`config.mk`:
```
export PLATFORM = sky130hd
export DESIGN_NAME = router_fifo
export DESIGN_NICKNAME = d
export VERILOG_FILES = /design/src/rtl/router_fifo.sv
export SDC_FILE = /design/constraint.sdc
export NUM_CORES = 1
export LEC_CHECK = 0
export ABC_AREA = 0
export CAP_MARGIN = 25
export CELL_PAD_IN_SITES_DETAIL_PLACEMENT = 0
export CELL_PAD_IN_SITES_GLOBAL_PLACEMENT = 1
export CORE_MARGIN = 2
export CORE_UTILIZATION = 55
export DETAILED_ROUTE_END_ITERATION = 6
export DONT_BUFFER_PORTS = 1
export PLACE_DENSITY = 0.8
export REMOVE_ABC_BUFFERS = 1
export SETUP_SLACK_MARGIN = 0.4
export SLEW_MARGIN = 0
export SYNTH_ARGS = -nofsm -noshare
export SYNTH_HDL_FRONTEND = slang
export SYNTH_SLANG_ARGS = --single-unit
```
`constraint.sdc`:
```
create_clock -name clock -period 5.3 [get_ports clock]
set_clock_uncertainty 0.2 [all_clocks]
set_input_delay 0.53 -clock clock [delete_from_list [all_inputs] [get_ports clock]]
set_output_delay 0.53 -clock clock [all_outputs]
set_load 0.05 [all_outputs]
```
`src/rtl/router_fifo.sv`:
```
// router_fifo: per-destination output buffer of the 1x3 router.
// Stores {header_tag, byte} entries and tracks the remaining bytes of the
// packet being read using the header's length field.
// Optional feature macro: ROUTER_FIFO_OVF_EN adds a sticky `overflow` output.
module router_fifo #(
    parameter int unsigned DEPTH = 16,
    parameter int unsigned WIDTH = 8
) (
    input  logic             clock,
    input  logic             resetn,
    input  logic             soft_reset,
    input  logic             write_enb,
    input  logic             read_enb,
    input  logic             lfd_state,
    input  logic [WIDTH-1:0] data_in,
    output logic [WIDTH-1:0] data_out,
`ifdef ROUTER_FIFO_OVF_EN
    output logic             overflow,
`endif
    output logic             full,
    output logic             empty
);

    localparam int unsigned AW = $clog2(DEPTH);

    // Entry layout: bit WIDTH is the header tag, low WIDTH bits are data.
    logic [WIDTH:0]  mem [DEPTH];

    logic [AW:0]     wr_ptr_q, wr_ptr_d;
    logic [AW:0]     rd_ptr_q, rd_ptr_d;
    logic [5:0]      pkt_cnt_q, pkt_cnt_d;
    logic [WIDTH-1:0] data_out_q, data_out_d;

    logic            do_write;
    logic            do_read;
    logic [WIDTH:0]  rd_entry;

    // Flags are decoded from the registered pointers only.
    always_comb begin
        empty = (wr_ptr_q == rd_ptr_q);
        full  = (wr_ptr_q[AW] != rd_ptr_q[AW]) && (wr_ptr_q[AW-1:0] == rd_ptr_q[AW-1:0]);
    end

    // Qualify requests against the pre-edge flags; soft_reset overrides both.
    always_comb begin
        do_write = write_enb && !full && !soft_reset;
        do_read  = read_enb && !empty && !soft_reset;
        rd_entry = mem[rd_ptr_q[AW-1:0]];
    end

    // Next-state for pointers, packet counter and read data.
    always_comb begin
        wr_ptr_d   = wr_ptr_q;
        rd_ptr_d   = rd_ptr_q;
        pkt_cnt_d  = pkt_cnt_q;
        data_out_d = data_out_q;
        if (soft_reset) begin
            wr_ptr_d   = '0;
            rd_ptr_d   = '0;
            pkt_cnt_d  = '0;
            data_out_d = '0;
        end else begin
            if (do_write) begin
                wr_ptr_d = wr_ptr_q + 1'b1;
            end
            if (do_read) begin
                rd_ptr_d   = rd_ptr_q + 1'b1;
                data_out_d = rd_entry[WIDTH-1:0];
                if (rd_entry[WIDTH]) begin
                    // Payload length plus the trailing parity byte.
                    pkt_cnt_d = rd_entry[7:2] + 6'd1;
                end else if (pkt_cnt_q != 6'd0) begin
                    pkt_cnt_d = pkt_cnt_q - 6'd1;
                end
            end else if (pkt_cnt_q == 6'd0) begin
                // Idle bus between packets.
                data_out_d = '0;
            end
        end
    end

    // State registers with asynchronous active-low reset.
    always_ff @(posedge clock or negedge resetn) begin
        if (!resetn) begin
            wr_ptr_q   <= '0;
            rd_ptr_q   <= '0;
            pkt_cnt_q  <= '0;
            data_out_q <= '0;
        end else begin
            wr_ptr_q   <= wr_ptr_d;
            rd_ptr_q   <= rd_ptr_d;
            pkt_cnt_q  <= pkt_cnt_d;
            data_out_q <= data_out_d;
        end
    end

    // Storage array; contents need no reset.
    always_ff @(posedge clock) begin
        if (do_write) begin
            mem[wr_ptr_q[AW-1:0]] <= {lfd_state, data_in};
        end
    end

    assign data_out = data_out_q;

`ifdef ROUTER_FIFO_OVF_EN
    logic overflow_q;

    // Sticky record of any write attempted while full.
    always_ff @(posedge clock or negedge resetn) begin
        if (!resetn) begin
            overflow_q <= 1'b0;
        end else if (soft_reset) begin
            overflow_q <= 1'b0;
        end else if (write_enb && full) begin
            overflow_q <= 1'b1;
        end
    end

    assign overflow = overflow_q;
`endif

endmodule

```
Yosys cells after proc, flatten, opt, wreduce, memory -nomap -nowiden. Memory sizes are Yosys's and may differ from the RTL's. Index checks and enable logic that the tools add are counted.

Bits in registers: 24. Latch bits: 0. Memory bits (writable): 144. Bits in read-only memories: 0. Input port bits: 14. Word-level logic and storage cells: 40. Memories kept: 1.

Add/sub/neg operators: 4. $mul: 0. Divide/modulo/power cells: 0. $lt $le $gt $ge: 0. Equality and inequality tests: 3. Shift operators: 0. Multiplexer cells: 13. Bitwise gates (word level): 0. Reduce and logical (&&, ||, !) cells: 15.

Memory list: mem (depth 16, width 9, read ports 1, clocked after memory_dff 0, write ports 1, RTL line 27) `logic [WIDTH:0] mem [DEPTH];`.

Operators with widths (number): 6-bit two-way mux (4); 8-bit two-way mux (3); 5-bit two-way mux (4); 5-bit by 1-bit adder with 5-bit output (second input constant) (2); 6-bit by 1-bit adder with 6-bit output (second input constant) (1); 6-bit zero test (1); 3-bit nonzero test (2); 6-bit nonzero test (1); 6-bit by 1-bit subtractor with 6-bit output (second input constant) (1); 5-bit equality test (1); 1-bit logical AND (5); 4-bit equality test (1); 2-bit nonzero test (2); 1-bit zero test (3); 1-bit two-way mux (2); 2-bit AND reduction (1); 1-bit inequality test (1).

Longest topological paths before layout.
Depth after elaboration: 7. Depth in mapped cells: 9. Depth with buffers taken out: 7.

Worst setup path before layout. OpenSTA, ideal clock, no wires.

Path kind: register to register. Start: register rd_ptr_q[0]. End: memory mem[1][0] in the netlist's numbering, enable pin. Library setup time: 0.387 ns. Arrival: 2.411 ns. Slack: 2.302 ns. Stages on the path, launching flop included: 10. Buffers on the path: 3. Period minus slack after synthesis: 2.998 ns. Path through: dfrtp_1 -> buf_6 -> buf_4 -> xnor2_1 -> nand4_1 -> o21ai_1 -> nor2_1 -> clkbuf_1 -> nand2_1 -> nor3_1.

Longest elaborated chain between the ends: 7.

Ends and longest elaborated chain: start: declaration (RTL line 30) `logic [AW:0] rd_ptr_q, rd_ptr_d;`; start signal: assignment (RTL line 91) `rd_ptr_q <= rd_ptr_d;`; 4-bit equality test (RTL line 41) `full = (wr_ptr_q[AW] != rd_ptr_q[AW]) && (wr_ptr_q[AW-1:0] == rd_ptr_q[AW-1:0]);`; 1-bit logical AND (RTL line 41); 1-bit zero test (RTL line 46) `do_write = write_enb && !full && !soft_reset;`; 1-bit logical AND (2 in series) (RTL line 46); 1-bit two-way mux (RTL line 99) `if (do_write) begin`; 1-bit two-way mux (implied by the code) (RTL line 100) `mem[wr_ptr_q[AW-1:0]] <= {lfd_state, data_in};`; end: declaration (RTL line 27).

Every way passes these cells.

Worst setup path after layout.
Start: register rd_ptr_q[0]. End: memory mem[13][7] in the netlist's numbering, enable pin.

Same word-level chain as after synthesis.

==> report_table.html <==
<table>
<tr><th>Metric</th><th>Value</th></tr>
<tr><th colspan="2">GRT</th></tr>
<tr><td>Wire length of the first global-routing pass</td><td>21,000 um</td></tr>
<tr><td>Global-route usage over all layers</td><td>~22%</td></tr>
<tr><td>Maximum number of pins on one net before global-route repair</td><td>40</td></tr>
<tr><td>Number of antenna violations at the first check in global routing</td><td>0</td></tr>
<tr><td>Vias in the first global route</td><td>3,566</td></tr>
<tr><td>Total overflow reported by the global router</td><td>0</td></tr>
<tr><th colspan="2">Finish</th></tr>
<tr><td>Fill cells</td><td>897</td></tr>
<tr><td>Total Nets Final</td><td>431</td></tr>
<tr><td>Most common cell after layout, fill and taps aside</td><td>sky130_fd_sc_hd__edfxtp_1</td></tr>
<tr><td>Most frequent cells in the layout</td><td>144 x sky130_fd_sc_hd__edfxtp_1, 37 x sky130_fd_sc_hd__mux4_2, 24 x sky130_fd_sc_hd__nor2_1</td></tr>
<tr><td>Utilization after layout</td><td>just over 60%</td></tr>
<tr><td>Register area</td><td>4930 sq um</td></tr>
<tr><td>Antenna diode instance count</td><td>0</td></tr>
<tr><td>Layout cells sized above 1</td><td>between 10% and 20%</td></tr>
<tr><td>Layout area overhead</td><td>11.9%</td></tr>
<tr><td>Multi-input combinational cell area</td><td>around 1900 sq um</td></tr>
<tr><th colspan="2">Critical path</th></tr>
<tr><td>Reg2Reg Setup Slack</td><td>approximately 2100 ps</td></tr>
<tr><td>Slowest cell on crit path</td><td>sky130_fd_sc_hd__nor2_1</td></tr>
<tr><td>End of the worst register-to-register path</td><td>mem[13][7]</td></tr>
<tr><td>CP required</td><td>5140 ps</td></tr>
<tr><td>Crit path launch type</td><td>flip-flop</td></tr>
<tr><td>Kind of critical path</td><td>flip-flop to flip-flop</td></tr>
<tr><td>Cell repeated most along the worst path</td><td>sky130_fd_sc_hd__nor2_1</td></tr>
<tr><td>Cell depth of the worst setup path</td><td>6</td></tr>
<tr><td>Maximum fanout along the worst path</td><td>14</td></tr>
<tr><td>Number of buffers and inverters on the critical path</td><td>0</td></tr>
<tr><td>Capturing element type of the critical path</td><td>flip-flop</td></tr>
<tr><td>Arrival time reported for the critical path endpoint</td><td>slightly above 3000 ps</td></tr>
<tr><td>Startpoint of the lowest-slack register-to-register path</td><td>rd_ptr_q[0]</td></tr>
<tr><td>Sequence of cells on the critical path</td><td>xnor2_1 &gt; nand4_1 &gt; o21ai_1 &gt; nor2_1 &gt; nand2_1 &gt; nor2_1</td></tr>
<tr><td>Maximum cell stage delay along the critical path</td><td>~740 ps</td></tr>
<tr><td>Cells on worst reg2reg path</td><td>6</td></tr>
<tr><td>Dominant delay contributor by cell family on the critical path</td><td>simple AND/OR/NAND/NOR gates</td></tr>
<tr><th colspan="2">Logic synthesis</th></tr>
<tr><td>Syn Area/Cell</td><td>17.7 sq um</td></tr>
<tr><td>Synth top area cells</td><td>sky130_fd_sc_hd__edfxtp_1 62%, sky130_fd_sc_hd__mux4_2 12%, sky130_fd_sc_hd__dfrtp_1 8.7%</td></tr>
<tr><td>Number of enable-type register cells in the synthesized netlist</td><td>between 100 and 150</td></tr>
<tr><td>Top cell type's share of synthesized area</td><td>~62%</td></tr>
<tr><td>Most area-hungry cell type in the Yosys netlist</td><td>sky130_fd_sc_hd__edfxtp_1</td></tr>
<tr><td>Yosys reg bits</td><td>168</td></tr>
<tr><td>Most used flip-flop cell after synthesis</td><td>sky130_fd_sc_hd__edfxtp_1</td></tr>
<tr><td>Count of unique library cells instantiated by Yosys</td><td>37</td></tr>
<tr><td>Share of synthesized registers carrying an async set or reset</td><td>~14%</td></tr>
<tr><td>Number of warnings printed during yosys synthesis</td><td>0</td></tr>
<tr><td>Sequential cell area fraction in the yosys report</td><td>71.0%</td></tr>
<tr><td>Post-Syn Area</td><td>6940 sq um</td></tr>
<tr><td>Number of instances in the synthesized netlist</td><td>393</td></tr>
<tr><th colspan="2">Floorplan</th></tr>
<tr><td>Top-Level Pins</td><td>24</td></tr>
<tr><td>Total core area</td><td>12,500 sq um</td></tr>
<tr><td>Die Span X</td><td>roughly 120 um</td></tr>
<tr><td>Initial standard-cell utilization of the core</td><td>between 50% and 60%</td></tr>
<tr><td>Height of the chip</td><td>~120 um</td></tr>
<tr><td>Overall die area</td><td>between 10,000 and 15,000 sq um</td></tr>
<tr><td>Site row count</td><td>between 40 and 50</td></tr>
<tr><th colspan="2">Hold path</th></tr>
<tr><td>Hold EP</td><td>pkt_cnt_q[4]</td></tr>
<tr><td>Depth of the worst hold-timing path</td><td>1</td></tr>
<tr><td>Class of the worst hold path</td><td>input port to flip-flop</td></tr>
<tr><td>Worst min-delay path startpoint</td><td>soft_reset</td></tr>
<tr><th colspan="2">Detailed routing</th></tr>
<tr><td>First-pass detailed-route iteration total</td><td>4</td></tr>
<tr><td>Total wire length after detailed routing</td><td>about 13,000 um</td></tr>
<tr><td>Vias</td><td>3,514</td></tr>
<tr><td>Remaining DRCs</td><td>0</td></tr>
<tr><td>Remaining antenna violation count after routing</td><td>0</td></tr>
<tr><td>Routed vias/inst</td><td>5.92</td></tr>
<tr><td>Routed wirelength normalized by instance count</td><td>22.6 um</td></tr>
<tr><td>Initial drt markers</td><td>424</td></tr>
<tr><th colspan="2">STA</th></tr>
<tr><td>Total negative slack for setup checks</td><td>0 ps</td></tr>
<tr><td>Number of setup violations in the final report</td><td>0</td></tr>
<tr><td>Relative slew slack</td><td>36.8%</td></tr>
<tr><td>Count of endpoints failing hold in the final timing report</td><td>0</td></tr>
<tr><td>Final clock period utilization by the worst path</td><td>approximately 60%</td></tr>
<tr><td>Setup repair after global routing missed its margin</td><td>no</td></tr>
<tr><td>Post-layout min period</td><td>approximately 3200 ps</td></tr>
<tr><td>Transition time at the pin with the least slew margin</td><td>944 ps</td></tr>
<tr><td>Maximum clock frequency</td><td>309 MHz</td></tr>
<tr><td>Count of final max-slew check failures</td><td>0</td></tr>
<tr><th colspan="2">Pwr</th></tr>
<tr><td>Static power due to leakage</td><td>about 2.6 nW</td></tr>
<tr><td>Power per cell area</td><td>between 400 and 500 nW/um^2</td></tr>
<tr><td>Worst vdd ir</td><td>between 0.2 and 0.3 mV</td></tr>
<tr><th colspan="2">Placement</th></tr>
<tr><td>HPWL Detailed</td><td>8410 um</td></tr>
<tr><td>Routability Congestion</td><td>0.811</td></tr>
<tr><td>Port buffer count</td><td>0</td></tr>
<tr><th colspan="2">Clock tree</th></tr>
<tr><td>CTS root buf</td><td>sky130_fd_sc_hd__clkbuf_16</td></tr>
<tr><td>CTS sink cnt</td><td>168</td></tr>
<tr><td>Count of instances resized after the clock tree is built</td><td>0</td></tr>
<tr><td>CTS tree</td><td>yes</td></tr>
<tr><td>Clk Latency, worst-skew pair</td><td>420 ps</td></tr>
<tr><td>CTS clk-pin slew, worst paths</td><td>60 ps</td></tr>
<tr><td>Maximum root-to-sink buffer count</td><td>2</td></tr>
<tr><td>CTS buffer count</td><td>17</td></tr>
<tr><td>H-tree levels</td><td>4</td></tr>
<tr><th colspan="2">Status</th></tr>
<tr><td>Result of the run</td><td>finished, final reports clean</td></tr>
<tr><th colspan="2">Flow run</th></tr>
<tr><td>Max-cap check violation count</td><td>0</td></tr>
</table>
==> registers in the layout (all words and copies together), names as in the netlist <==
name / count
mem: 144
wr_ptr_q: 5
pkt_cnt_q: 6
rd_ptr_q: 5
data_out: 8
==> Yosys cell counts, types with 2 or more instances <==
master,count
sky130_fd_sc_hd__a21oi_1,13
sky130_fd_sc_hd__xor2_1,7
sky130_fd_sc_hd__o22ai_1,4
sky130_fd_sc_hd__a221oi_1,2
sky130_fd_sc_hd__buf_4,2
sky130_fd_sc_hd__nand3_1,15
sky130_fd_sc_hd__ha_1,8
sky130_fd_sc_hd__and2_1,2
sky130_fd_sc_hd__mux4_2,37
sky130_fd_sc_hd__nor2b_1,4
sky130_fd_sc_hd__nand2_1,19
sky130_fd_sc_hd__mux4_1,3
sky130_fd_sc_hd__nor2_1,24
sky130_fd_sc_hd__edfxtp_1,144
sky130_fd_sc_hd__a22oi_1,12
sky130_fd_sc_hd__dfrtp_1,24
sky130_fd_sc_hd__nor3_1,3
sky130_fd_sc_hd__mux2i_1,2
sky130_fd_sc_hd__inv_1,6
sky130_fd_sc_hd__and3_1,14
sky130_fd_sc_hd__clkbuf_1,13
sky130_fd_sc_hd__o21ai_0,5
sky130_fd_sc_hd__o21ai_1,2
sky130_fd_sc_hd__nand4_1,2
sky130_fd_sc_hd__buf_2,4
sky130_fd_sc_hd__xnor2_1,11
==> how the worst max path moves through the flow <==
stage                 from          to  slack, ps
6_report       rd_ptr_q[0]  mem[13][7]       2060
5_1_grt        rd_ptr_q[0]  mem[13][2]       1720
4_1_cts        rd_ptr_q[0]  mem[13][2]       2000
3_5_place_dp   rd_ptr_q[0]  mem[13][7]       2010
3_3_place_gp   rd_ptr_q[0]  mem[13][5]       2120
2_1_floorplan  rd_ptr_q[0]   mem[1][0]       1380
==> metrics by stage <==
stage          power (mW)  worst slack [ps]  cells  hold WS [ps]  cell area (sq um)
5_1_grt              3.26              1720    594          4.62               7760
3_3_place_gp         2.02              2120    550          35.0               7110
3_5_place_dp         2.03              2010    550          35.0               7110
2_1_floorplan        1.92              1380    372          34.4               6840
4_1_cts              3.15              2000    594          5.17               7760
6_report             3.13              2060    594          21.7               7760
==> cell type report <==
| class | instances | share of cell area, % |
|---|---|---|
| Clock inverter | 8 | 0.967 |
| Timing Repair Buffer | 18 | 2.26 |
| Inverter | 6 | 0.290 |
| Multi-Input combinational cell | 198 | 24.4 |
| Clock buffer | 24 | 5.82 |
| Sequential cell | 168 | 63.5 |
| Tap cell | 172 | 2.77 |
==> power breakdown <==
group / leakage (nW) / switching (mW) / internal (mW)
Combinational: 0.709 / 0.276 / 0.212
Sequential: 1.63 / 0.0695 / 1.47
Clock: 0.246 / 0.463 / 0.643
Total: 2.58 / 0.808 / 2.32
==> kinds of logic after synthesis <==
logic type | Yosys count | synth area share, %
adders and majority gates | 8 | 1.44
DFF | 168 | 71.0
AOI/OAI and AO/OA | 40 | 3.55
buffers and inverters | 27 | 1.75
and+or+nand+nor | 90 | 6.55
xor gates and xnor gates | 18 | 2.27
muxes | 42 | 13.4
==> metal layers <==
layer,global-route usage (%),wire length [um]
met5,0,0
met3,5.81,715
met1,31.1,5730
met4,6.83,133
met2,35.1,6840
==> repair_timing <==
action	in CTS	in global routing
hold endpoints to repair	189	0
buffers inserted	0	0
hold buffers	12	0
(Power assumes the default switching activity.)
